[src/rtl/riscv_pkg.sv]
// riscv_pkg: RV32I/RV64I opcode, field and instruction-format types shared by the decode stage
package riscv_pkg;
   localparam int REG_W = 5;
   typedef enum logic [6:0] {
      OPC_LOAD      = 7'h03,
      OPC_MISC_MEM  = 7'h0F,
      OPC_OP_IMM    = 7'h13,
      OPC_AUIPC     = 7'h17,
      OPC_OP_IMM_32 = 7'h1B,
      OPC_STORE     = 7'h23,
      OPC_OP        = 7'h33,
      OPC_LUI       = 7'h37,
      OPC_OP_32     = 7'h3B,
      OPC_BRANCH    = 7'h63,
      OPC_JALR      = 7'h67,
      OPC_JAL       = 7'h6F,
      OPC_SYSTEM    = 7'h73
   } opcode_t;
   typedef logic [2:0] funct3_t;
   typedef logic [6:0] funct7_t;
   typedef enum logic [2:0] {IMM_I, IMM_S, IMM_B, IMM_U, IMM_J, IMM_NONE} imm_fmt_t;
   typedef struct packed {
      funct7_t funct7; logic [REG_W-1:0] rs2; logic [REG_W-1:0] rs1;
      funct3_t funct3; logic [REG_W-1:0] rd; logic [6:0] opcode;
   } r_type_t;
   typedef struct packed {
      logic [11:0] imm; logic [REG_W-1:0] rs1; funct3_t funct3; logic [REG_W-1:0] rd; logic [6:0] opcode;
   } i_type_t;
   typedef struct packed {
      logic [6:0] imm_hi; logic [REG_W-1:0] rs2; logic [REG_W-1:0] rs1;
      funct3_t funct3; logic [4:0] imm_lo; logic [6:0] opcode;
   } s_type_t;
   typedef struct packed {
      logic imm12; logic [5:0] imm10_5; logic [REG_W-1:0] rs2; logic [REG_W-1:0] rs1;
      funct3_t funct3; logic [3:0] imm4_1; logic imm11; logic [6:0] opcode;
   } sb_type_t;
   typedef struct packed {
      logic [19:0] imm; logic [REG_W-1:0] rd; logic [6:0] opcode;
   } u_type_t;
   typedef struct packed {
      logic imm20; logic [9:0] imm10_1; logic imm11; logic [7:0] imm19_12;
      logic [REG_W-1:0] rd; logic [6:0] opcode;
   } uj_type_t;
   typedef union packed {
      r_type_t r; i_type_t i; s_type_t s; sb_type_t sb; u_type_t u; uj_type_t uj;
   } instr_t;
   function automatic imm_fmt_t imm_fmt(input logic [6:0] op);
      return op inside {OPC_OP_IMM, OPC_OP_IMM_32, OPC_LOAD, OPC_JALR, OPC_SYSTEM} ? IMM_I :
             op == OPC_STORE  ? IMM_S :
             op == OPC_BRANCH ? IMM_B :
             op inside {OPC_LUI, OPC_AUIPC} ? IMM_U :
             op == OPC_JAL    ? IMM_J : IMM_NONE;
   endfunction
   // The *_32 word opcodes only exist in the 64-bit base set
   function automatic logic is_legal(input logic [6:0] op, input logic rv64);
      return op inside {OPC_LOAD, OPC_MISC_MEM, OPC_OP_IMM, OPC_AUIPC, OPC_STORE, OPC_OP,
                        OPC_LUI, OPC_BRANCH, OPC_JALR, OPC_JAL, OPC_SYSTEM} ||
             (rv64 && op inside {OPC_OP_IMM_32, OPC_OP_32});
   endfunction
endpackage

[src/rtl/imm_gen.sv]
// imm_gen: combinational immediate builder for the I/S/B/U/J formats, sign-extended from bit 31
module imm_gen import riscv_pkg::*; #(
   parameter int XLEN = 32
) (
   input  instr_t            ir_i,
   input  imm_fmt_t          fmt_i,
   output logic [XLEN-1:0]   imm_o
);
   logic [31:0] imm32;
   logic        unused_op;
   assign unused_op = ^ir_i.r.opcode;
   always_comb begin
      imm32 = fmt_i == IMM_I ? {{20{ir_i.i.imm[11]}}, ir_i.i.imm} :
              fmt_i == IMM_S ? {{20{ir_i.s.imm_hi[6]}}, ir_i.s.imm_hi, ir_i.s.imm_lo} :
              fmt_i == IMM_B ? {{20{ir_i.sb.imm12}}, ir_i.sb.imm11, ir_i.sb.imm10_5, ir_i.sb.imm4_1, 1'b0} :
              fmt_i == IMM_U ? {ir_i.u.imm, 12'b0} :
              fmt_i == IMM_J ? {{12{ir_i.uj.imm20}}, ir_i.uj.imm19_12, ir_i.uj.imm11, ir_i.uj.imm10_1, 1'b0} :
              32'b0;
   end
   assign imm_o = XLEN'($signed(imm32));
endmodule

[src/rtl/id_stage.sv]
// id_stage: decode stage with prioritised operand bypass and load-use interlock.
// Define ID_BYPASS_EN to forward from the bypass channels; otherwise any match interlocks.
module id_stage import riscv_pkg::*; #(
   parameter int XLEN = 32,
   parameter int NBYP = 3
) (
   input  logic                  clk,
   input  logic                  resetn,
   input  logic                  in_valid,
   output logic                  in_ready,
   input  logic [XLEN-1:0]       in_pc,
   input  logic [31:0]           in_ir,
   input  logic                  flush,
   output logic [REG_W-1:0]      rf_raddr1,
   output logic [REG_W-1:0]      rf_raddr2,
   input  logic [XLEN-1:0]       rf_rdata1,
   input  logic [XLEN-1:0]       rf_rdata2,
   input  logic [NBYP-1:0]       byp_valid,
   input  logic [NBYP-1:0]       byp_busy,
   input  logic [NBYP*REG_W-1:0] byp_rd,
   input  logic [NBYP*XLEN-1:0]  byp_data,
   output logic                  out_valid,
   input  logic                  out_ready,
   output logic [XLEN-1:0]       out_pc,
   output logic [6:0]            out_opcode,
   output logic [2:0]            out_funct3,
   output logic [6:0]            out_funct7,
   output logic [REG_W-1:0]      out_rd,
   output logic [XLEN-1:0]       out_rs1,
   output logic [XLEN-1:0]       out_rs2,
   output logic [XLEN-1:0]       out_imm,
   output logic                  out_illegal
);
   instr_t            ir;
   logic [REG_W-1:0]  rs1, rs2;
   logic [NBYP-1:0]   m1, m2;
   logic [XLEN-1:0]   fw1, fw2, op1, op2, imm_c;
   logic              bz1, bz2, hazard, load, valid_d;
   logic              valid_q, ill_q;
   logic [XLEN-1:0]   pc_q, rs1_q, rs2_q, imm_q;
   logic [6:0]        opcode_q, funct7_q;
   logic [2:0]        funct3_q;
   logic [REG_W-1:0]  rd_q;
   assign ir        = in_ir;
   assign rs1       = ir.r.rs1;
   assign rs2       = ir.r.rs2;
   assign rf_raddr1 = rs1;
   assign rf_raddr2 = rs2;
   genvar g;
   for (g = 0; g < NBYP; g++) begin : g_match
      assign m1[g] = byp_valid[g] && byp_rd[g*REG_W +: REG_W] == rs1;
      assign m2[g] = byp_valid[g] && byp_rd[g*REG_W +: REG_W] == rs2;
   end
`ifdef ID_BYPASS_EN
   // Walk oldest to youngest so the lowest-index match wins
   always_comb begin
      fw1 = rf_rdata1;
      fw2 = rf_rdata2;
      bz1 = 1'b0;
      bz2 = 1'b0;
      for (int i = NBYP-1; i >= 0; i--) begin
         if (m1[i]) begin fw1 = byp_data[i*XLEN +: XLEN]; bz1 = byp_busy[i]; end
         if (m2[i]) begin fw2 = byp_data[i*XLEN +: XLEN]; bz2 = byp_busy[i]; end
      end
   end
`else
   logic unused_byp;
   assign unused_byp = ^{byp_data, byp_busy};
   assign fw1 = rf_rdata1;
   assign fw2 = rf_rdata2;
   assign bz1 = |m1;
   assign bz2 = |m2;
`endif
   assign op1      = rs1 == '0 ? '0 : fw1;
   assign op2      = rs2 == '0 ? '0 : fw2;
   assign hazard   = in_valid && ((rs1 != '0 && bz1) || (rs2 != '0 && bz2));
   assign in_ready = (!valid_q || out_ready) && !hazard && !flush;
   assign load     = in_valid && in_ready;
   assign valid_d  = flush ? 1'b0 : load ? 1'b1 : out_ready ? 1'b0 : valid_q;
   imm_gen #(.XLEN(XLEN)) u_imm (.ir_i(ir), .fmt_i(imm_fmt(ir.r.opcode)), .imm_o(imm_c));
   always_ff @(posedge clk or negedge resetn) begin
      if (!resetn) begin
         valid_q  <= 1'b0;
         ill_q    <= 1'b0;
         pc_q     <= '0;
         opcode_q <= '0;
         funct3_q <= '0;
         funct7_q <= '0;
         rd_q     <= '0;
         rs1_q    <= '0;
         rs2_q    <= '0;
         imm_q    <= '0;
      end else begin
         valid_q <= valid_d;
         if (load) begin
            ill_q    <= !is_legal(ir.r.opcode, XLEN == 64);
            pc_q     <= in_pc;
            opcode_q <= ir.r.opcode;
            funct3_q <= ir.r.funct3;
            funct7_q <= ir.r.funct7;
            rd_q     <= ir.r.rd;
            rs1_q    <= op1;
            rs2_q    <= op2;
            imm_q    <= imm_c;
         end
      end
   end
   assign out_valid   = valid_q;
   assign out_illegal = ill_q;
   assign out_pc      = pc_q;
   assign out_opcode  = opcode_q;
   assign out_funct3  = funct3_q;
   assign out_funct7  = funct7_q;
   assign out_rd      = rd_q;
   assign out_rs1     = rs1_q;
   assign out_rs2     = rs2_q;
   assign out_imm     = imm_q;
endmodule

[config.mk]
export PLATFORM = sky130hd
export DESIGN_NAME = id_stage
export DESIGN_NICKNAME = d
export VERILOG_FILES = /design/src/rtl/riscv_pkg.sv /design/src/rtl/imm_gen.sv /design/src/rtl/id_stage.sv
export SDC_FILE = /design/constraint.sdc
export NUM_CORES = 1
export LEC_CHECK = 0
export ABC_AREA = 0
export CAP_MARGIN = 15
export CORE_AREA = 2 2 162 164
export DETAILED_ROUTE_END_ITERATION = 6
export DIE_AREA = 0 0 164 166
export PLACE_DENSITY = 0.65
export SLEW_MARGIN = 40
export SYNTH_ARGS = -nofsm -noshare
export SYNTH_HDL_FRONTEND = slang
export SYNTH_SLANG_ARGS = --single-unit
[constraint.sdc]
create_clock -name clk -period 1.9 [get_ports clk]
set_input_delay 0.285 -clock clk [delete_from_list [all_inputs] [get_ports clk]]
set_output_delay 0.285 -clock clk [all_outputs]
set_load 0.01 [all_outputs]
=== Word-level counts from Yosys, hierarchy flattened ===
Index checks and enable logic that the tools add are counted.

* Register bits: 152
* Bits of input ports: 250

* Equality and inequality tests: 22
* Multiplexer cells: 15
* Reduce and logical (&&, ||, !) cells: 29

{| class="wikitable"
|+ Operators by type and width
! operator !! number
|-
| 2-to-1 mux 32 bit || 7
|-
| == test 5 bit || 6
|-
| == test 7 bit, second input constant || 4
|-
| == test 7 x 5 -> 1 bit, second input constant || 3
|-
| == test 7 x 6 -> 1 bit, second input constant || 3
|-
| nonzero test 5 bit || 3
|-
| logical AND 1 bit || 12
|-
| 2-to-1 mux 3 bit || 4
|-
| nonzero test 11 bit || 1
|-
| logical NOT 5 bit || 2
|-
| == test 7 x 2 -> 1 bit, second input constant || 1
|-
| == test 7 x 4 -> 1 bit, second input constant || 1
|-
| == test 3 x 2 -> 1 bit, second input constant || 2
|-
| OR reduction 3 bit || 2
|-
| logical NOT 1 bit || 4
|-
| 2-to-1 mux 1 bit || 4
|-
| == test 3 x 1 -> 1 bit, second input constant || 1
|-
| == test 3 bit, second input constant || 1
|-
| logical NOT 3 bit || 1
|-
| nonzero test 3 bit || 1
|-
| logical OR 1 bit || 2
|-
| nonzero test 2 bit || 1
|}

=== Depth between registers and ports, before layout ===
* Depth in word-level cells: 12
* Mapped depth: 10

=== Cells and area by module ===
Synthesis repeated with hierarchy kept, for this count alone.

* Cell total of the unflattened synthesis: 630
* Area total of the unflattened synthesis: 7160.6 µm²

{| class="wikitable"
|+ Modules (own cells, without submodules)
! module !! instances !! cells each !! area each (µm²)
|-
| id_stage || 1 || 546 || 6687.7
|-
| imm_gen || 1 || 84 || 473.0
|}

=== Worst setup path after synthesis ===
OpenSTA, ideal clock, no wires.

* Path type: input -> register
* Start: input port in_ir[17]
* End: register funct3_q[2], in the netlist out_funct3[2]
* Setup time: 0.128 ns
* Data arrival time: 1.831 ns
* Data required time: 1.772 ns
* Slack: -0.059 ns
* Stages on the path: 9
* Cell sequence: buf_2 > nor3_2 > nand2_2 > and4_1 > a211oi_2 > nand4_1 > buf_6 > buf_8 > mux2_1

* Longest elaborated chain between the ends: 10
* Elaborated cells on any way between the ends: 15
* Classes of those cells: 3 x eq/ne; 12 x reduce/logical

{| class="wikitable"
|+ Ends and longest elaborated chain
! element !! RTL line !! text
|-
| start, declared || id_stage.sv:12 || <nowiki>input logic [31:0] in_ir,</nowiki>
|-
| == test 5 bit || id_stage.sv:51 || <nowiki>assign m1[g] = byp_valid[g] && byp_rd[g*REG_W +: REG_W] == rs1;</nowiki>
|-
| logical AND 1 bit || id_stage.sv:51 ||
|-
| OR reduction 3 bit || id_stage.sv:71 || <nowiki>assign bz1 = |m1;</nowiki>
|-
| logical AND 1 bit (*) || id_stage.sv:76 || <nowiki>assign hazard = in_valid && ((rs1 != '0 && bz1) || (rs2 != '0 && bz2));</nowiki>
|-
| logical OR 1 bit (*) || id_stage.sv:76 ||
|-
| logical AND 1 bit (*) || id_stage.sv:76 ||
|-
| logical NOT 1 bit (*) || id_stage.sv:77 || <nowiki>assign in_ready = (!valid_q || out_ready) && !hazard && !flush;</nowiki>
|-
| logical AND 1 bit (*) (2 in series) || id_stage.sv:77 ||
|-
| logical AND 1 bit (*) || id_stage.sv:78 || <nowiki>assign load = in_valid && in_ready;</nowiki>
|-
| end signal, assigned || id_stage.sv:99 || <nowiki>funct3_q <= ir.r.funct3;</nowiki>
|-
| end, declared || id_stage.sv:42 || <nowiki>logic [2:0] funct3_q;</nowiki>
|}

Mark *: on every way between the ends. The rest lies on a longest branch, timed or not.
A chain may end at the register's enable or synchronous reset.

=== Final worst setup path ===
* Start: input port byp_valid[2]
* End: output port in_ready

* Longest elaborated chain between the ends: 8
* Elaborated cells on any way between the ends: 11
* Classes of those cells: 11 x reduce/logical

{| class="wikitable"
|+ Ends and longest elaborated chain
! element !! RTL line !! text
|-
| start, declared || id_stage.sv:18 || <nowiki>input logic [NBYP-1:0] byp_valid,</nowiki>
|-
| logical AND 1 bit, on equally long branches || id_stage.sv:51, id_stage.sv:52 ||
|-
| OR reduction 3 bit, on equally long branches || id_stage.sv:71, id_stage.sv:72 ||
|-
| logical AND 1 bit || id_stage.sv:76 ||
|-
| logical OR 1 bit (*) || id_stage.sv:76 ||
|-
| logical AND 1 bit (*) || id_stage.sv:76 ||
|-
| logical NOT 1 bit (*) || id_stage.sv:77 ||
|-
| logical AND 1 bit (*) (2 in series) || id_stage.sv:77 ||
|-
| end, declared || id_stage.sv:10 || <nowiki>output logic in_ready,</nowiki>
|}

Marks and branches as above.

==> run metrics <==
status=complete, no violations; routed wl met2=11600 um; RSZ-0062 raised after global routing=true; # IOs=413; Final Hold Fails=0; Yosys cell types=45; Max-Cap Viols=0; Post-Synthesis Cells=655; FMAX=530 MHz; worst slew pin tran=660 ps; hold path start=in_ir[18]; Final period util=99.4%; Top delay family on crit path=buffers and inverters; Period minus WS final=1890 ps; YS warnings=0; Worst VDD drop=0.000524 V; Async SR Flop Fraction=100%; Clk pin slew, worst setup/hold paths=60 ps; P per Cell Area=903 nW/um^2; Synth area leader=dfrtp_1; H-tree Lvls=4; Core Area=25600 um^2; relative slew slack=56.0%; cell with the largest stage delay on the worst path=clkdlybuf4s50_1; clock latency at the later pin of the worst-skew pair=420 ps; Routed met3 length=1510 um; clock root cell=clkbuf_16; DRC=0; critical path depth in cells=6; total vias in the final route=5993; area grow syn2layout=65.7%; Pleak=5.93 nW; worst min-delay path category=in -> reg; first-pass GRT wire length=34700 um; die span in y=166 um; Setup CP Type=in -> out; final WL=23300 um; startpoint types=input port; Nets=1283; critical path required time=1620 ps; clk sinks=152; cell area after synthesis=7280 um^2; r2r startpoint=out_valid$_DFFE_PN0P_; Global Route Usage Sum=16.6%; Die ar.=27200 um^2; uppermost routed layer=met5; largest net degree at the start of global routing=62; Final Max Tran Viols=0; antenna violations before repair=3; number of global-route vias before repair=6016; final worst slack=12.2 ps; GR Overflow Total=0; area of the multi-input gates=2850 um^2; routed vias/inst=4.34; number of flops mapped to enable cells by yosys=0; dominant cells by area after synthesis=dfrtp_1 (52%), mux2i_1 (12%), mux2_1 (9.6%); row count=59; top_reg_cell synth=dfrtp_1; clk_skew=9.38 ps; Setup-failing EPs final=0; CTS tree=yes; syn_nets=905; register area=3800 um^2; clock tree buffer depth=2; Final Core Density=47.1%; DR WL/cell=16.9 um; Seq cells post-synth=152; sequential share of the synthesized area=52.2%; setup tns final=0 ps; max incr delay on CP=460 ps; WL met1=9780 um; first-pass iteration count of the detailed router=4; DP Wirelength=17200 um; initial core utilization=28.4%; Port Buf Inserts=313; initial drt markers=290; Antenna Violating Nets Remaining=0; Die W=164 um; Fillers=2372; CP bufs+invs=2; Hold Crit Depth=4; share of cells above drive strength 1=16.6%; CP arrival=1600 ps; GPL Wtd Cong=0.792; synthesized area per cell=11.1 um^2; Critical Path, Cell by Cell=clkdlybuf4s50_1, and4_1, a211oi_2, nand2_1, a21boi_2, buf_2; WHS=351 ps; cts bufs inserted=17; Critical path origin=byp_valid[2]; Critical Path End Type=output port; CP Max Fanout=2; Yosys top cell area share=52.2%; FF-to-FF path depth=7; dpl ws=-945 ps
## registers in the layout (all words and copies together) (netlist names)
register	flops
out_funct3	3
out_funct7	7
out_illegal	1
out_imm	32
out_opcode	7
out_pc	32
out_rd	5
out_rs1	32
out_rs2	32
out_valid	1
## layer usage
metal	global-route usage, %	vias to the layer above
li1	-	2867
met1	20.2	2915
met2	28.1	186
met3	5.27	23
met4	4.65	2
met5	0	-
## synth_stat cells, types with 5 or more instances
library cell and instances:
mux2i_1 90, xnor2_1 22, xor2_1 8, a21oi_1 24
nor2_1 14, buf_6 9, mux2_1 62, dfrtp_1 152
nand2_1 86, inv_1 91, buf_2 12, nor3_1 5
nand4_1 5, clkbuf_1 13, buf_4 10, buf_8 8
## where the power goes
| part | internal, mW | switching (mW) |
|---|---|---|
| sequential | 3.86 | 0.318 |
| clock | 1.88 | 1.51 |
| combinational | 2.02 | 1.32 |
| total | 7.75 | 3.15 |
## through the flow
stage	power (mW)	instances	instance area [um^2]
after floorplan	5.43	655	7300
after global placement	7.41	1335	11200
after detailed placement	7.48	1335	11200
after CTS	10.9	1371	11800
after global routing	11.5	1381	12100
final	10.9	1382	12100
## worst paths after layout
check                                     endpoint  slack [ps]
setup / recovery                          in_ready          10
hold / removal             out_imm[18]$_DFFE_PN0P_         350
setup reg to reg            out_pc[10]$_DFFE_PN0P_         130
hold reg to reg             out_pc[11]$_DFFE_PN0P_         490
max in group asynchronous  out_rs1[23]$_DFFE_PN0P_         800
min in group asynchronous  out_rs1[12]$_DFFE_PN0P_         430
## cells by family after synthesis
| kind of cell | count (synthesis) | synth area share (%) |
|---|---|---|
| simple gates | 130 | 7.83 |
| flops | 152 | 52.2 |
| xor+xnor | 30 | 3.61 |
| compound gates | 48 | 4.12 |
| mux | 152 | 22.0 |
| buf+inv | 143 | 10.3 |
## worst min-delay path, cell delays in order
cell and delay, ps:
buf_2 140, buf_4 130, a21oi_1 50, mux2i_1 110
## placed cells by master (no fill, tap or decap), drive strengths merged, types with 3 or more instances in the layout
cell,synthesis,routed
nor2b,3,3
nor3,6,6
dlygate4sd2,0,5
mux2i,90,90
xor2,8,8
clkdlybuf4s50,0,286
buf,39,105
xnor2,22,22
nand4,5,5
o21ai,5,5
clkdlybuf4s15,0,5
dfrtp,152,152
nor2,14,14
clkbuf,13,27
inv,91,97
mux2,62,62
a22o,4,4
nand2,87,87
a21oi,25,25
clkinvlp,0,4
clkinv,0,3
## what timing repair did
action | CTS | global route
gates cloned | 1 | 6
resized for setup | 76 | 38
hold buffers | 1 | 0
hold endpoints to repair | 53 | 0
pin swaps | 6 | 11
setup endpoints to repair | 157 | 134
buffers inserted | 2 | 5
## area by class of cell
class	instances	share of cell area, %
tap	335	3.47
multi-input combinational	360	23.6
antenna	1	0.0207
sequential	152	31.5
clock inverter	14	1.15
clock buffer	18	3.64
inverter	91	2.83
timing repair buffer	411	33.8
Power figures use the tool's default switching activity.
